File: src/rtl/spi_pkg.sv
// Shared types and defaults for the SPI responder.
package spi_pkg;

  typedef enum logic {
    IDLE     = 1'b0,
    SELECTED = 1'b1
  } spi_state_t;

  localparam int SPI_WORD_WIDTH  = 16;
  localparam int SPI_SYNC_STAGES = 2;

endpackage

File: src/rtl/spi_if.sv
// SPI pins plus the word-level transmit/receive handshake and sticky status.
interface spi_if import spi_pkg::*; #(
  parameter int WORD_WIDTH = SPI_WORD_WIDTH
) ();

  logic                  spi_sck;
  logic                  spi_ss_n;
  logic                  spi_mosi;
  logic                  spi_miso;
  logic [WORD_WIDTH-1:0] tx_data;
  logic                  tx_valid;
  logic                  tx_ready;
  logic [WORD_WIDTH-1:0] rx_data;
  logic                  rx_valid;
  logic                  busy;
  logic                  underrun;
  logic                  frame_err;
  logic                  status_clr;

  modport slave (
    input  spi_sck, spi_ss_n, spi_mosi, tx_data, tx_valid, status_clr,
    output spi_miso, tx_ready, rx_data, rx_valid, busy, underrun, frame_err
  );

  modport master (
    output spi_sck, spi_ss_n, spi_mosi, tx_data, tx_valid, status_clr,
    input  spi_miso, tx_ready, rx_data, rx_valid, busy, underrun, frame_err
  );

endinterface

File: src/rtl/spi_sync.sv
// N-stage synchroniser with a registered copy for rise/fall detection.
module spi_sync #(
  parameter int   STAGES    = 2,
  parameter logic RESET_VAL = 1'b0
) (
  input  logic clk,
  input  logic rst,
  input  logic d,
  output logic s,
  output logic rise,
  output logic fall
);

  logic [STAGES-1:0] chain;
  logic              q;

  always_ff @(posedge clk or posedge rst) begin
    if (rst) begin
      chain <= {STAGES{RESET_VAL}};
      q     <= RESET_VAL;
    end else begin
      chain <= {chain[STAGES-2:0], d};
      q     <= chain[STAGES-1];
    end
  end

  assign s    = chain[STAGES-1];
  assign rise = s & ~q;
  assign fall = ~s & q;

endmodule

File: src/rtl/spi_slave.sv
// Mode-0 SPI responder: oversampled pins, one-entry tx holding buffer, rx valid pulses.
//   state    | meaning
//   IDLE     | not selected; waiting for ss_n low
//   SELECTED | shifting words; rise samples mosi, fall advances miso
module spi_slave import spi_pkg::*; #(
  parameter int WORD_WIDTH  = SPI_WORD_WIDTH,
  parameter int SYNC_STAGES = SPI_SYNC_STAGES
) (
  input  logic   clk,
  input  logic   rst,
  spi_if.slave   bus
);

  localparam int                BW   = $clog2(WORD_WIDTH);
  localparam logic [BW-1:0]     LAST = BW'(WORD_WIDTH - 1);

  spi_state_t            state;
  logic [BW-1:0]         bitcount;
  logic [WORD_WIDTH-1:0] rx_sh;
  logic [WORD_WIDTH-1:0] tx_sh;
  logic [WORD_WIDTH-1:0] buf_data;
  logic                  buf_full;
  logic [WORD_WIDTH-1:0] rx_data;
  logic                  rx_valid;
  logic                  underrun;
  logic                  frame_err;
  logic                  pend_underrun;

  logic                   sck_s, sck_rise, sck_fall;
  logic                   ss_s, ss_rise, ss_fall;
  logic [SYNC_STAGES-1:0] mosi_chain;
  logic                   mosi_s;
  logic                   accept;
  logic                   unused;

  spi_sync #(.STAGES(SYNC_STAGES), .RESET_VAL(1'b0)) u_sync_sck (
    .clk (clk),
    .rst (rst),
    .d   (bus.spi_sck),
    .s   (sck_s),
    .rise(sck_rise),
    .fall(sck_fall)
  );

  spi_sync #(.STAGES(SYNC_STAGES), .RESET_VAL(1'b1)) u_sync_ss (
    .clk (clk),
    .rst (rst),
    .d   (bus.spi_ss_n),
    .s   (ss_s),
    .rise(ss_rise),
    .fall(ss_fall)
  );

  assign unused = ^{sck_s, ss_rise, ss_fall};

  always_ff @(posedge clk or posedge rst) begin
    if (rst) mosi_chain <= '0;
    else     mosi_chain <= {mosi_chain[SYNC_STAGES-2:0], bus.spi_mosi};
  end

  assign mosi_s = mosi_chain[SYNC_STAGES-1];
  assign accept = bus.tx_valid & ~buf_full;

  always_ff @(posedge clk or posedge rst) begin
    if (rst) begin
      state         <= IDLE;
      bitcount      <= '0;
      rx_sh         <= '0;
      tx_sh         <= '0;
      buf_data      <= '0;
      buf_full      <= 1'b0;
      rx_data       <= '0;
      rx_valid      <= 1'b0;
      underrun      <= 1'b0;
      frame_err     <= 1'b0;
      pend_underrun <= 1'b0;
    end else begin
      rx_valid <= 1'b0;
      // Clear first so that any set event later in this block wins.
      if (bus.status_clr) begin
        underrun  <= 1'b0;
        frame_err <= 1'b0;
      end
      if (accept) begin
        buf_data <= bus.tx_data;
        buf_full <= 1'b1;
      end
      case (state)
        IDLE: begin
          if (!ss_s) begin
            state         <= SELECTED;
            bitcount      <= '0;
            pend_underrun <= 1'b0;
            if (buf_full) begin
              tx_sh    <= buf_data;
              buf_full <= 1'b0;
            end else begin
              tx_sh    <= '0;
              underrun <= 1'b1;
            end
          end
        end
        SELECTED: begin
          if (ss_s) begin
            state         <= IDLE;
            bitcount      <= '0;
            rx_sh         <= '0;
            tx_sh         <= '0;
            pend_underrun <= 1'b0;
            if (bitcount != '0) frame_err <= 1'b1;
          end else if (sck_rise) begin
            rx_sh <= {rx_sh[WORD_WIDTH-2:0], mosi_s};
            if (bitcount == LAST) begin
              rx_data  <= {rx_sh[WORD_WIDTH-2:0], mosi_s};
              rx_valid <= 1'b1;
              bitcount <= '0;
            end else begin
              bitcount <= bitcount + 1'b1;
            end
            // A boundary reload from an empty buffer only counts once the next word really starts.
            if (pend_underrun) begin
              underrun      <= 1'b1;
              pend_underrun <= 1'b0;
            end
          end else if (sck_fall) begin
            if (bitcount != '0) begin
              tx_sh <= {tx_sh[WORD_WIDTH-2:0], 1'b0};
            end else if (buf_full) begin
              tx_sh    <= buf_data;
              buf_full <= 1'b0;
            end else begin
              tx_sh         <= '0;
              pend_underrun <= 1'b1;
            end
          end
        end
        default: state <= IDLE;
      endcase
    end
  end

  assign bus.spi_miso  = (state == SELECTED) ? tx_sh[WORD_WIDTH-1] : 1'b0;
  assign bus.tx_ready  = ~buf_full;
  assign bus.rx_data   = rx_data;
  assign bus.rx_valid  = rx_valid;
  assign bus.busy      = (state == SELECTED);
  assign bus.underrun  = underrun;
  assign bus.frame_err = frame_err;

endmodule

File: src/flat_wrapper.sv
// flat-port wrapper written by rule: the top's interface ports become plain ports
module spi_slave_flat import spi_pkg::*;
#(
  parameter int WORD_WIDTH  = SPI_WORD_WIDTH,
  parameter int SYNC_STAGES = SPI_SYNC_STAGES
)
  (clk, rst, bus_spi_sck, bus_spi_ss_n, bus_spi_mosi, bus_tx_data, bus_tx_valid, bus_status_clr, bus_spi_miso, bus_tx_ready, bus_rx_data, bus_rx_valid, bus_busy, bus_underrun, bus_frame_err);
  spi_if #(.WORD_WIDTH(WORD_WIDTH)) bus_i ();
  input  logic clk;
  input  logic rst;
  input wire logic [$bits(bus_i.spi_sck)-1:0] bus_spi_sck;
  input wire logic [$bits(bus_i.spi_ss_n)-1:0] bus_spi_ss_n;
  input wire logic [$bits(bus_i.spi_mosi)-1:0] bus_spi_mosi;
  input wire logic [$bits(bus_i.tx_data)-1:0] bus_tx_data;
  input wire logic [$bits(bus_i.tx_valid)-1:0] bus_tx_valid;
  input wire logic [$bits(bus_i.status_clr)-1:0] bus_status_clr;
  output wire logic [$bits(bus_i.spi_miso)-1:0] bus_spi_miso;
  output wire logic [$bits(bus_i.tx_ready)-1:0] bus_tx_ready;
  output wire logic [$bits(bus_i.rx_data)-1:0] bus_rx_data;
  output wire logic [$bits(bus_i.rx_valid)-1:0] bus_rx_valid;
  output wire logic [$bits(bus_i.busy)-1:0] bus_busy;
  output wire logic [$bits(bus_i.underrun)-1:0] bus_underrun;
  output wire logic [$bits(bus_i.frame_err)-1:0] bus_frame_err;
  assign bus_i.spi_sck = bus_spi_sck;
  assign bus_i.spi_ss_n = bus_spi_ss_n;
  assign bus_i.spi_mosi = bus_spi_mosi;
  assign bus_i.tx_data = bus_tx_data;
  assign bus_i.tx_valid = bus_tx_valid;
  assign bus_i.status_clr = bus_status_clr;
  assign bus_spi_miso = bus_i.spi_miso;
  assign bus_tx_ready = bus_i.tx_ready;
  assign bus_rx_data = bus_i.rx_data;
  assign bus_rx_valid = bus_i.rx_valid;
  assign bus_busy = bus_i.busy;
  assign bus_underrun = bus_i.underrun;
  assign bus_frame_err = bus_i.frame_err;
  spi_slave #(.WORD_WIDTH(WORD_WIDTH), .SYNC_STAGES(SYNC_STAGES)) u_core (.clk(clk), .rst(rst), .bus(bus_i));
endmodule
File: config.mk
export PLATFORM = sky130hd
export DESIGN_NAME = spi_slave_flat
export DESIGN_NICKNAME = d
export VERILOG_FILES = /design/src/rtl/spi_pkg.sv /design/src/rtl/spi_if.sv /design/src/rtl/spi_sync.sv /design/src/rtl/spi_slave.sv /design/src/flat_wrapper.sv
export SDC_FILE = /design/constraint.sdc
export NUM_CORES = 1
export LEC_CHECK = 0
export BUFFER_PORTS_ARGS = -buffer_cell sky130_fd_sc_hd__clkbuf_2
export CAP_MARGIN = 20
export CORE_MARGIN = 2
export CORE_UTILIZATION = 45
export CTS_CLUSTER_SIZE = 16
export DETAILED_ROUTE_END_ITERATION = 10
export HOLD_SLACK_MARGIN = 0.06
export PLACE_DENSITY_LB_ADDON = 0.05
export SETUP_SLACK_MARGIN = 0.4
export SYNTH_ARGS = -nofsm -noshare
export SYNTH_HDL_FRONTEND = slang
export SYNTH_SLANG_ARGS = --single-unit
File: constraint.sdc
create_clock -name clk -period 6.4 [get_ports clk]
set_input_delay 0.32 -clock clk [delete_from_list [all_inputs] [get_ports clk]]
set_output_delay 0.32 -clock clk [all_outputs]
set_load 0.03 [all_outputs]
==> impl_metrics.toml <==
[outcome]
run_status = "completed"

[worst_setup_path]
path_class = "reg -> reg"
reg2reg_slack_ns = 4.28
critPathLaunchType = "flip-flop"
slowest_stage = "dfrtp_1"
cp_data_required_time_ns = 6.63
rr_worst_depth = 4
cp-end-kind = "flip-flop"
r2r_end = "u_core.bus.rx_data[8]"
cp.arrival_ns = 2.34
slowest_delay_ns = 0.59
timing.rr.start = "u_core.bus.busy"
crit_chain = "nor2b_4 > nand2_4 > nor2_8 > mux2_2"
crit_fanout = 18

[cells_and_area]
layoutNonFillerInstCount = 436
antenna_cells = 0
finish.utilization = 0.520
nets = 354
area_delta_synth_final_pct = 13.2
drive_gt1_frac = 0.323
n_fill_cell = 717

[drt]
drt-pass1-iter-count = 4
wl_per_cell_um = 15.4
drc_errors = 0
ant_nets = 0
drtIter0Drc = 110
vias_per_cell = 5.31
drt_wl_total_mm = 6.69
vias = 2314

[hold_path]
min_from = "bus_spi_mosi"
min_to = "u_core.mosi_chain[0]"
whs_path_depth = 1
hold_class = "in -> reg"

[synth]
yosys-top-cells-area = "dfrtp_1 56%, mux2_2 7.4%, nand3_1 4.7%"
yosysSeqAreaShare = 0.573
yosysMostFrequentCell = "dfrtp_1"
synth_top_cell_area_share = 0.558
syn_area_per_cell_um2 = 12.1
ys.flop_type = "dfrtp_1"
ys_ff_latch = 80
yosys-top-cells-count = "78 x dfrtp_1, 33 x nand3_1, 23 x mux2_2"
syn_nets = 313
yosysTopAreaCell = "dfrtp_1"
synthCells = 288
yosysWarnings = 0
synthArstFlopShare = 1.00
synth-edff-count = 0
syn_area_um2 = 3500
ys_types = 39

[die]
start_util = 0.460
dieArea_um2 = 8490
die_w_um = 92.1
core_um2 = 7610
row_count = 32
die_h_um = 92.1
io_pins = 45

[cts]
clk_pin_slew_ns = 0.08
cts_made_buffers = 9
clk_latency_ns = 0.34
postCtsSetupBuffers = 0
cts_sinks = 80
clock_path_buffers = 2
h-tree-depth = 3
postCtsHoldBufs = 1
cts_root_buf = "clkbuf_8"
cts_tree = "built"
cts_resized = 0

[place]
hpwl_mm = 4.17
preCtsSetupSlack_ns = 4.28
gp_congestion = 0.721
portBuffers = 44
placed_cells = 416

[timing]
min_period_over_period = 0.331
fin_crit_ns = 2.12
setup_viol = 0
rsz0062_at_grt = "no"
maxSlewHeadroom = 0.301
worstMarginPinSlew_ns = 1.04
slew_violations = 0
fin_hold_ws_ns = 0.0850
setup_ws_ns = 4.28
fin_worst_skew_ns = 0.00397
fmax_mhz = 473
report.final.hold_viol_count = 0
setup_tns_ns = 0

[global_route]
grt_pass1_vias = 2302
grt_first_pass_wirelength_mm = 11.8
grt_usage = 0.176
antenna_found_initial = 0
grt_max_degree = 81
grt.overflow.total = 0

[pwr]
powerDensity_nw_per_um2 = 276
max-vdd-ir-drop_uv = 167
p_leak_nw = 1.90

[job]
drv_cap = 0
==> cell usage in the layout, fill, tap and decap left out, types with 2 or more instances in the layout <==
| cell type | n |
|---|---|
| a21o_1 | 13 |
| o21ai_1 | 2 |
| o21ai_0 | 5 |
| ha_1 | 2 |
| nor2b_1 | 3 |
| mux2_2 | 23 |
| inv_1 | 7 |
| a22o_1 | 16 |
| a31oi_1 | 17 |
| and2_1 | 2 |
| clkbuf_8 | 10 |
| clkinvlp_4 | 2 |
| dfrtp_1 | 78 |
| nand2b_1 | 2 |
| dlygate4sd3_1 | 3 |
| nand2_1 | 17 |
| buf_4 | 2 |
| clkinv_2 | 5 |
| dfstp_2 | 2 |
| nor2_1 | 17 |
| clkbuf_2 | 44 |
| and3_1 | 2 |
| o21ai_2 | 2 |
| mux2_4 | 9 |
| nand3_1 | 33 |
==> sequential cells by signal (all words and copies together), names as in the netlist <==
signal and cells:
u_core.bus.underrun 1, u_core.buf_full 1, u_core.mosi_chain 2, u_core.u_sync_ss.chain 2, u_core.buf_data 16, u_core.bus.busy 1
u_core.bus.frame_err 1, u_core.bus.rx_data 16, u_core.bus.rx_valid 1, u_core.bitcount 4, u_core.rx_sh 15, u_core.u_sync_sck.chain 2
u_core.tx_sh 16, u_core.u_sync_sck.q 1, u_core.pend_underrun 1
==> critical path, delay by kind of cell (launching register included) <==
kind,cells,cell delay (ns)
AND/OR/NAND/NOR,3,1.04
flip-flops,1,0.59
multiplexers,1,0.38
==> worst max-delay path by stage <==
stage                         start  slack [ns]                      to  depth (start not counted)
finish              u_core.bus.busy        4.28   u_core.bus.rx_data[8]                          4
global route        u_core.bus.busy        4.14  u_core.bus.rx_data[13]                          4
CTS                 u_core.bus.busy        4.27   u_core.bus.rx_data[8]                          4
detailed placement  u_core.bus.busy        4.28   u_core.bus.rx_data[8]                          4
global placement    u_core.bus.busy        4.33  u_core.bus.rx_data[13]                          4
floorplan                       rst        4.03      u_core.bitcount[0]                          1
==> area by class of cell <==
type	count	area [um2]	share of cell area
well taps	102	128	0.0323
clock buffers	10	138	0.0348
multi-input cells	180	1330	0.336
clock inverters	6	35.0	0.00886
flip-flops and latches	80	2000	0.507
repair buffers	50	293	0.0740
inverters	8	31.3	0.00791
==> through the flow <==
stage / cell area [um2] / power [mW]
after global routing: 3960 / 1.16
after CTS: 3910 / 1.11
after floorplan: 3500 / 0.734
final: 3960 / 1.09
after global placement: 3730 / 0.772
after detailed placement: 3730 / 0.776
==> layer usage <==
metal,vias to the layer above,share of wire,GRT usage
li1,1108,-,-
met1,1158,0.50,0.259
met2,38,0.45,0.260
met3,10,0.031,0.0386
met4,0,0.014,0.0560
met5,-,0,0
==> power by group <==
part / switching, mW / internal, mW / leakage, nW
logic: 0.0740 / 0.0728 / 0.794
registers: 0.0537 / 0.567 / 1.02
clock network: 0.175 / 0.149 / 0.0878
==> cell families (layout without fill, tap and decap cells) <==
group                      count (synthesis)  in the layout  synth area share
AOI/OAI and AO/OA                         61             61             0.132
DFF                                       80             80             0.573
adders and majority gates                  2              2           0.00716
muxes                                     32             32             0.113
buffers and inverters                     28             74            0.0469
and+or+nand+nor                           85             85             0.128
(Power assumes the default switching activity.)
